<file path="src/rtl/ctrl_seq_pkg.sv">
// Shared types for the control sequencer: opcode classes, FSM states and
// the decoded control bundle passed from the decoder to the output register.
package ctrl_seq_pkg;

   localparam int unsigned CLS_W = 3;
   // Address fields are carried at a fixed width; modules use the low RW bits.
   localparam int unsigned AW = 8;

   typedef enum logic [CLS_W-1:0] {
      kSHIFT = 3'b000,
      kACC   = 3'b001,
      kST    = 3'b010,
      kLD    = 3'b011,
      kJ     = 3'b100,
      kCMP   = 3'b101,
      kBRE   = 3'b110,
      kHALT  = 3'b111
   } op_class_e;

   typedef enum logic [1:0] {
      IDLE      = 2'd0,
      RUN       = 2'd1,
      LOAD_WAIT = 2'd2,
      HALT      = 2'd3
   } state_e;

   typedef struct packed {
      op_class_e       op_class;
      logic [AW-1:0]   raddr_a;
      logic [AW-1:0]   raddr_b;
      logic [AW-1:0]   waddr;
      logic            write_en;
      logic            read_mem;
      logic            write_mem;
      logic            jump_en;
      logic            branch_en;
   } ctrl_t;

   localparam ctrl_t CTRL_NONE = '0;

endpackage

</file>
<file path="src/rtl/ctrl_decode.sv">
// Combinational instruction decoder: maps one instruction word to a control
// bundle; branch resolution uses the eq_c value supplied by the sequencer.
module ctrl_decode
   import ctrl_seq_pkg::*;
#(
   parameter int unsigned IW      = 9,
   parameter int unsigned RW      = 3,
   parameter int unsigned ACC_REG = 0
) (
   input  logic [IW-1:0] inst,
   input  logic          eq_c,
   output ctrl_t         ctrl_c
);

   op_class_e     cls_c;
   logic [AW-1:0] ra_c;
   logic [AW-1:0] rb_c;
   logic [AW-1:0] acc_c;

   assign cls_c = op_class_e'(inst[IW-1 -: CLS_W]);
   assign ra_c  = AW'(inst[2*RW-1:RW]);
   assign rb_c  = AW'(inst[RW-1:0]);
   assign acc_c = AW'(ACC_REG);

   always_comb begin
      ctrl_c          = CTRL_NONE;
      ctrl_c.op_class = cls_c;
      case (cls_c)
         kSHIFT: begin
            ctrl_c.raddr_a  = ra_c;
            ctrl_c.raddr_b  = rb_c;
            ctrl_c.waddr    = ra_c;
            ctrl_c.write_en = 1'b1;
         end
         kACC: begin
            ctrl_c.raddr_a  = acc_c;
            ctrl_c.raddr_b  = rb_c;
            ctrl_c.waddr    = acc_c;
            ctrl_c.write_en = 1'b1;
         end
         kST: begin
            ctrl_c.raddr_a   = ra_c;
            ctrl_c.raddr_b   = rb_c;
            ctrl_c.write_mem = 1'b1;
         end
         kLD: begin
            ctrl_c.raddr_b  = rb_c;
            ctrl_c.waddr    = ra_c;
            ctrl_c.read_mem = 1'b1;
         end
         kJ: begin
            ctrl_c.raddr_b = rb_c;
            ctrl_c.jump_en = 1'b1;
         end
         kCMP: begin
            ctrl_c.raddr_a = ra_c;
            ctrl_c.raddr_b = rb_c;
         end
         kBRE: begin
            ctrl_c.raddr_b   = rb_c;
            ctrl_c.branch_en = eq_c;
         end
         default: ;
      endcase
   end

endmodule

</file>
<file path="src/rtl/ctrl_seq.sv">
// Registered control sequencer: run/halt FSM, multi-cycle load with PC stall,
// latched compare flag with same-cycle forwarding, registered control outputs.
module ctrl_seq
   import ctrl_seq_pkg::*;
#(
   parameter int unsigned IW      = 9,
   parameter int unsigned RW      = 3,
   parameter int unsigned ACC_REG = 0,
   parameter int unsigned MEM_LAT = 2
) (
   input  logic          Clk,
   input  logic          Reset,
   input  logic          Start,
   input  logic [IW-1:0] inst,
   input  logic          inst_valid,
   input  logic          ZERO,
   output logic [2:0]    op_class,
   output logic [RW-1:0] rAddrA,
   output logic [RW-1:0] rAddrB,
   output logic [RW-1:0] wAddr,
   output logic          write_en,
   output logic          ReadMem,
   output logic          WriteMem,
   output logic          jump_en,
   output logic          branch_en,
   output logic          stall,
   output logic          done
);

   localparam int unsigned CNT_W = $clog2(MEM_LAT + 1);

   state_e           state_q, state_d;
   logic [CNT_W-1:0] cnt_q, cnt_d;
   logic             flag_q, flag_d;
   logic             cmp_pend_q, cmp_pend_d;
   ctrl_t            ctrl_q, ctrl_d;
   logic             stall_q, stall_d;
   logic             done_q, done_d;

   ctrl_t            dec_c;
   logic             eq_c;
   logic             unused_addr_c;

   // A compare still in its execute cycle forwards the live ALU result.
   assign eq_c = cmp_pend_q ? ZERO : flag_q;

   ctrl_decode #(
      .IW      (IW),
      .RW      (RW),
      .ACC_REG (ACC_REG)
   ) u_decode (
      .inst   (inst),
      .eq_c   (eq_c),
      .ctrl_c (dec_c)
   );

   always_comb begin
      state_d    = state_q;
      cnt_d      = cnt_q;
      flag_d     = flag_q;
      cmp_pend_d = 1'b0;
      ctrl_d     = CTRL_NONE;
      stall_d    = 1'b0;
      done_d     = 1'b0;

      if (cmp_pend_q) flag_d = ZERO;

      case (state_q)
         IDLE: begin
            if (Start) state_d = RUN;
         end
         HALT: begin
            if (Start) begin
               state_d = RUN;
               flag_d  = 1'b0;
            end else begin
               done_d = 1'b1;
            end
         end
         RUN, LOAD_WAIT: begin
            if (state_q == LOAD_WAIT && cnt_q != '0) begin
               // Load still in flight: hold its fields, keep reading memory.
               cnt_d           = cnt_q - CNT_W'(1);
               ctrl_d          = ctrl_q;
               ctrl_d.write_en = (cnt_d == '0);
               stall_d         = (cnt_d != '0);
            end else begin
               state_d = RUN;
               if (inst_valid) begin
                  ctrl_d = dec_c;
                  case (dec_c.op_class)
                     kLD: begin
                        state_d         = LOAD_WAIT;
                        cnt_d           = CNT_W'(MEM_LAT - 1);
                        ctrl_d.write_en = (MEM_LAT == 1);
                        stall_d         = (MEM_LAT > 1);
                     end
                     kCMP:  cmp_pend_d = 1'b1;
                     kHALT: begin
                        state_d = HALT;
                        done_d  = 1'b1;
                     end
                     default: ;
                  endcase
               end
            end
         end
         default: state_d = IDLE;
      endcase
   end

   always_ff @(posedge Clk) begin
      if (Reset) begin
         state_q    <= IDLE;
         cnt_q      <= '0;
         flag_q     <= 1'b0;
         cmp_pend_q <= 1'b0;
         ctrl_q     <= CTRL_NONE;
         stall_q    <= 1'b0;
         done_q     <= 1'b0;
      end else begin
         state_q    <= state_d;
         cnt_q      <= cnt_d;
         flag_q     <= flag_d;
         cmp_pend_q <= cmp_pend_d;
         ctrl_q     <= ctrl_d;
         stall_q    <= stall_d;
         done_q     <= done_d;
      end
   end

   // Upper address bits beyond RW are always zero.
   assign unused_addr_c = ^{ctrl_q.raddr_a, ctrl_q.raddr_b, ctrl_q.waddr};

   assign op_class  = ctrl_q.op_class;
   assign rAddrA    = ctrl_q.raddr_a[RW-1:0];
   assign rAddrB    = ctrl_q.raddr_b[RW-1:0];
   assign wAddr     = ctrl_q.waddr[RW-1:0];
   assign write_en  = ctrl_q.write_en;
   assign ReadMem   = ctrl_q.read_mem;
   assign WriteMem  = ctrl_q.write_mem;
   assign jump_en   = ctrl_q.jump_en;
   assign branch_en = ctrl_q.branch_en;
   assign stall     = stall_q;
   assign done      = done_q;

endmodule

</file>
<file path="config.mk">
export PLATFORM = sky130hd
export DESIGN_NAME = ctrl_seq
export DESIGN_NICKNAME = d
export VERILOG_FILES = /design/src/rtl/ctrl_seq_pkg.sv /design/src/rtl/ctrl_decode.sv /design/src/rtl/ctrl_seq.sv
export SDC_FILE = /design/constraint.sdc
export NUM_CORES = 1
export LEC_CHECK = 0
export ABC_AREA = 0
export CAP_MARGIN = 20
export CORE_ASPECT_RATIO = 1.25
export CORE_MARGIN = 2
export CORE_UTILIZATION = 46
export DETAILED_ROUTE_END_ITERATION = 6
export PLACE_DENSITY = 0.88
export SLEW_MARGIN = 15
export SYNTH_ARGS = -nofsm -noshare
export SYNTH_HDL_FRONTEND = slang
export SYNTH_SLANG_ARGS = --single-unit
</file>
<file path="constraint.sdc">
create_clock -name Clk -period 2 [get_ports Clk]
set_clock_uncertainty 0.2 [all_clocks]
set_input_delay 0.4 -clock Clk [delete_from_list [all_inputs] [get_ports Clk]]
set_output_delay 0.4 -clock Clk [all_outputs]
set_load 0.1 [all_outputs]
</file>
==> impl_metrics.ini <==
[status]
status = finished, final reports clean

[cells_and_area]
antennaDiodeCount = 0
final_area_sq_mm = 0.00175
final_util = 0.713
final_layout_size_suffix_gt1_frac = 0.270
nNetsFinal = 172
syn2layout_area_growth_pct = 47.4

[routing]
drt-total-wl_microns = 2940
via_per_inst = 5.63
wl_per_cell_microns = 15.9
drcViolationCount = 0
first_iter_violations = 22
dr.pass1.iters = 4
via_count = 1042
drtAntennaViolNets = 0

[yosys]
syn-num-nets = 136
synth_flop_cell = dfxtp_1
synth_seq_cells = 25
yosysTopAreaCell = dfxtp_1
synth.area.top_cells = dfxtp_1 (42%), a32o_1 (7.6%), ha_1 (5.3%), a21oi_1 (3.4%), buf_4 (3.2%)
synth_common_cells = dfxtp_1 (25), a32o_1 (9), a21oi_1 (8), nand2_1 (8)
ys_warn_count = 0
yosysMostFrequentCell = dfxtp_1
synth-edff-count = 0
synthCells = 117
synth_top_area_share = 0.422
syn_area_sq_mm = 0.00119
yosysSeqAreaShare = 0.422
async_flop_share = 0
synth_cell_types = 38
avgSynthCellArea_sq_um = 10.1

[sta]
rsz0062_at_grt = false
tightest_slew_ps = 354
timing.slew.headroom = 0.757
hold_viol = 0
drv_slew = 0
fin_crit_ps = 1870
setup-violations-final = 0
finalWorstSetupSlack_ps = 131
max_freq_mhz = 535
post-route-period-util = 0.935
whs_ps = 310

[global_route]
grt_overflow = 0
grt_max_degree = 14
antenna_found_initial = 0
grt_pass1_wl_microns = 4750
gr-usage-all-layers = 0.209
first_global_vias = 1013

[worst_setup_path]
path_class = reg2reg
crit_start = state_q[1]
regToRegSetupSlack_ps = 130
cp_data_arrival_time_ps = 1900
r2r_cells = 5
regToRegEndpoint = jump_en
required_ps = 2030
critPathLaunchType = flop
r2r_start = state_q[1]
worstSetupEndpoint = jump_en
end_kind = flop
critPathMaxFanout = 11

[clock_network]
clock_tree.htree_level_count = 1
hold_buffers = 0
clk_pin_slew_worst_paths_ps = 130
ctsLongestPathBuffers = 2
cts.sinks = 25
post-cts-setup-buffers = 0
numCtsBuffers = 3
root_buffer = clkbuf_4
cts_tree = yes
clk_latency_ps = 320

[place]
pre_cts_ws_ps = -25.7
numPortBuffers = 32
gp_congestion = 0.883
hpwl_microns = 2270
place_area_sq_mm = 0.00172

[worst_hold_path]
hp-class = reg2reg

[floorplanning]
die_width_microns = 49.4
die_area_sq_mm = 0.00300
die_h_microns = 60.8
io_pins = 33
initial_core_util = 0.484
fp-row-count = 20
core_area_sq_mm = 0.00245

[power]
p_leak_nw = 0.661
p_per_area_mw_per_mm2 = 549
irDropWorstVdd_uv = 535

[run]
drv_cap = 0
==> cells by family (layout without fill, tap and decap cells) <==
kind of cell             count (synthesis)  count (layout)  synth area share
AO/OA/AOI/OAI                           28              28             0.201
XOR/XNOR                                 1               1           0.00739
adder cells (fa/ha/maj)                  5               5            0.0527
buffers and inverters                   14              49            0.0802
flip-flops                              25              25             0.422
multiplexers                             1               1           0.00844
AND/OR/NAND/NOR                         43              43             0.228
==> cells in the final DEF, fill, tap and decap left out, types with 4 or more instances in the layout <==
cell type / count
a21oi_1: 8
a32o_1: 9
buf_4: 8
nand2_1: 8
dfxtp_1: 25
buf_12: 19
inv_1: 5
and2_1: 4
nand3_1: 5
clkdlybuf4s50_1: 13
ha_1: 5
==> where the power goes <==
part	total (mW)	internal, mW	switching [mW]
Sequential	0.519	0.509	0.00980
Combinational	0.216	0.0919	0.125
Clock	0.225	0.0782	0.147
Total	0.960	0.679	0.281
==> cell type report <==
class                           count  area [sq um]
Clock buffer                        4          26.3
Fill cell                         195           704
Inverter                            5          18.8
Multi-Input combinational cell     78           591
Sequential cell                    25           500
Tap cell                           33          41.3
Timing Repair Buffer               40           571
==> critical path, stage by stage (launching register included) <==
cell and delay, ps:
dfxtp_1 410, inv_1 70, ha_1 460, and4bb_2 450, nand2_1 120, o41ai_2 60
==> how the worst min path moves through the flow <==
| stage | endpoint | startpoint | slack, ps | depth (start not counted) |
|---|---|---|---|---|
| detailed placement | cnt_q[1] | cnt_q[1] | 290 | 2 |
| global route | op_class[0] | op_class[0] | 330 | 2 |
| CTS | cnt_q[1] | cnt_q[1] | 310 | 2 |
| floorplan | cnt_q[1] | cnt_q[1] | 250 | 2 |
| finish | cnt_q[1] | cnt_q[1] | 310 | 2 |
| global placement | cnt_q[1] | cnt_q[1] | 280 | 2 |
==> metrics by stage <==
step	TNS [ps]	power [mW]	cells
after global routing	0	0.989	185
after CTS	0	0.959	185
final	0	0.960	185
after global placement	0	0.735	181
after detailed placement	-28.1	0.745	181
after floorplan	0	0.663	117
==> repair_timing <==
action                                  in CTS  in global routing
endpoints found under the hold margin        0                  0
endpoints found under the setup margin       0                 11
resized for setup                            0                  1
==> layer usage <==
layer  global-route usage  vias up  share of wire
met4                0.103        0          0.021
met2                0.405       40           0.56
li1                     -      488              -
met3               0.0345        8          0.051
met1                0.222      506           0.36
met5                    0        -              0
==> registers in the layout (all words and copies together), names as in the netlist <==
signal and flops:
stall 1, cmp_pend_q 1, WriteMem 1, op_class 3, state_q 2, cnt_q 2, ReadMem 1, write_en 1
done 1, rAddrB 3, jump_en 1, rAddrA 3, flag_q 1, branch_en 1, wAddr 3
(Power assumes the default switching activity.)
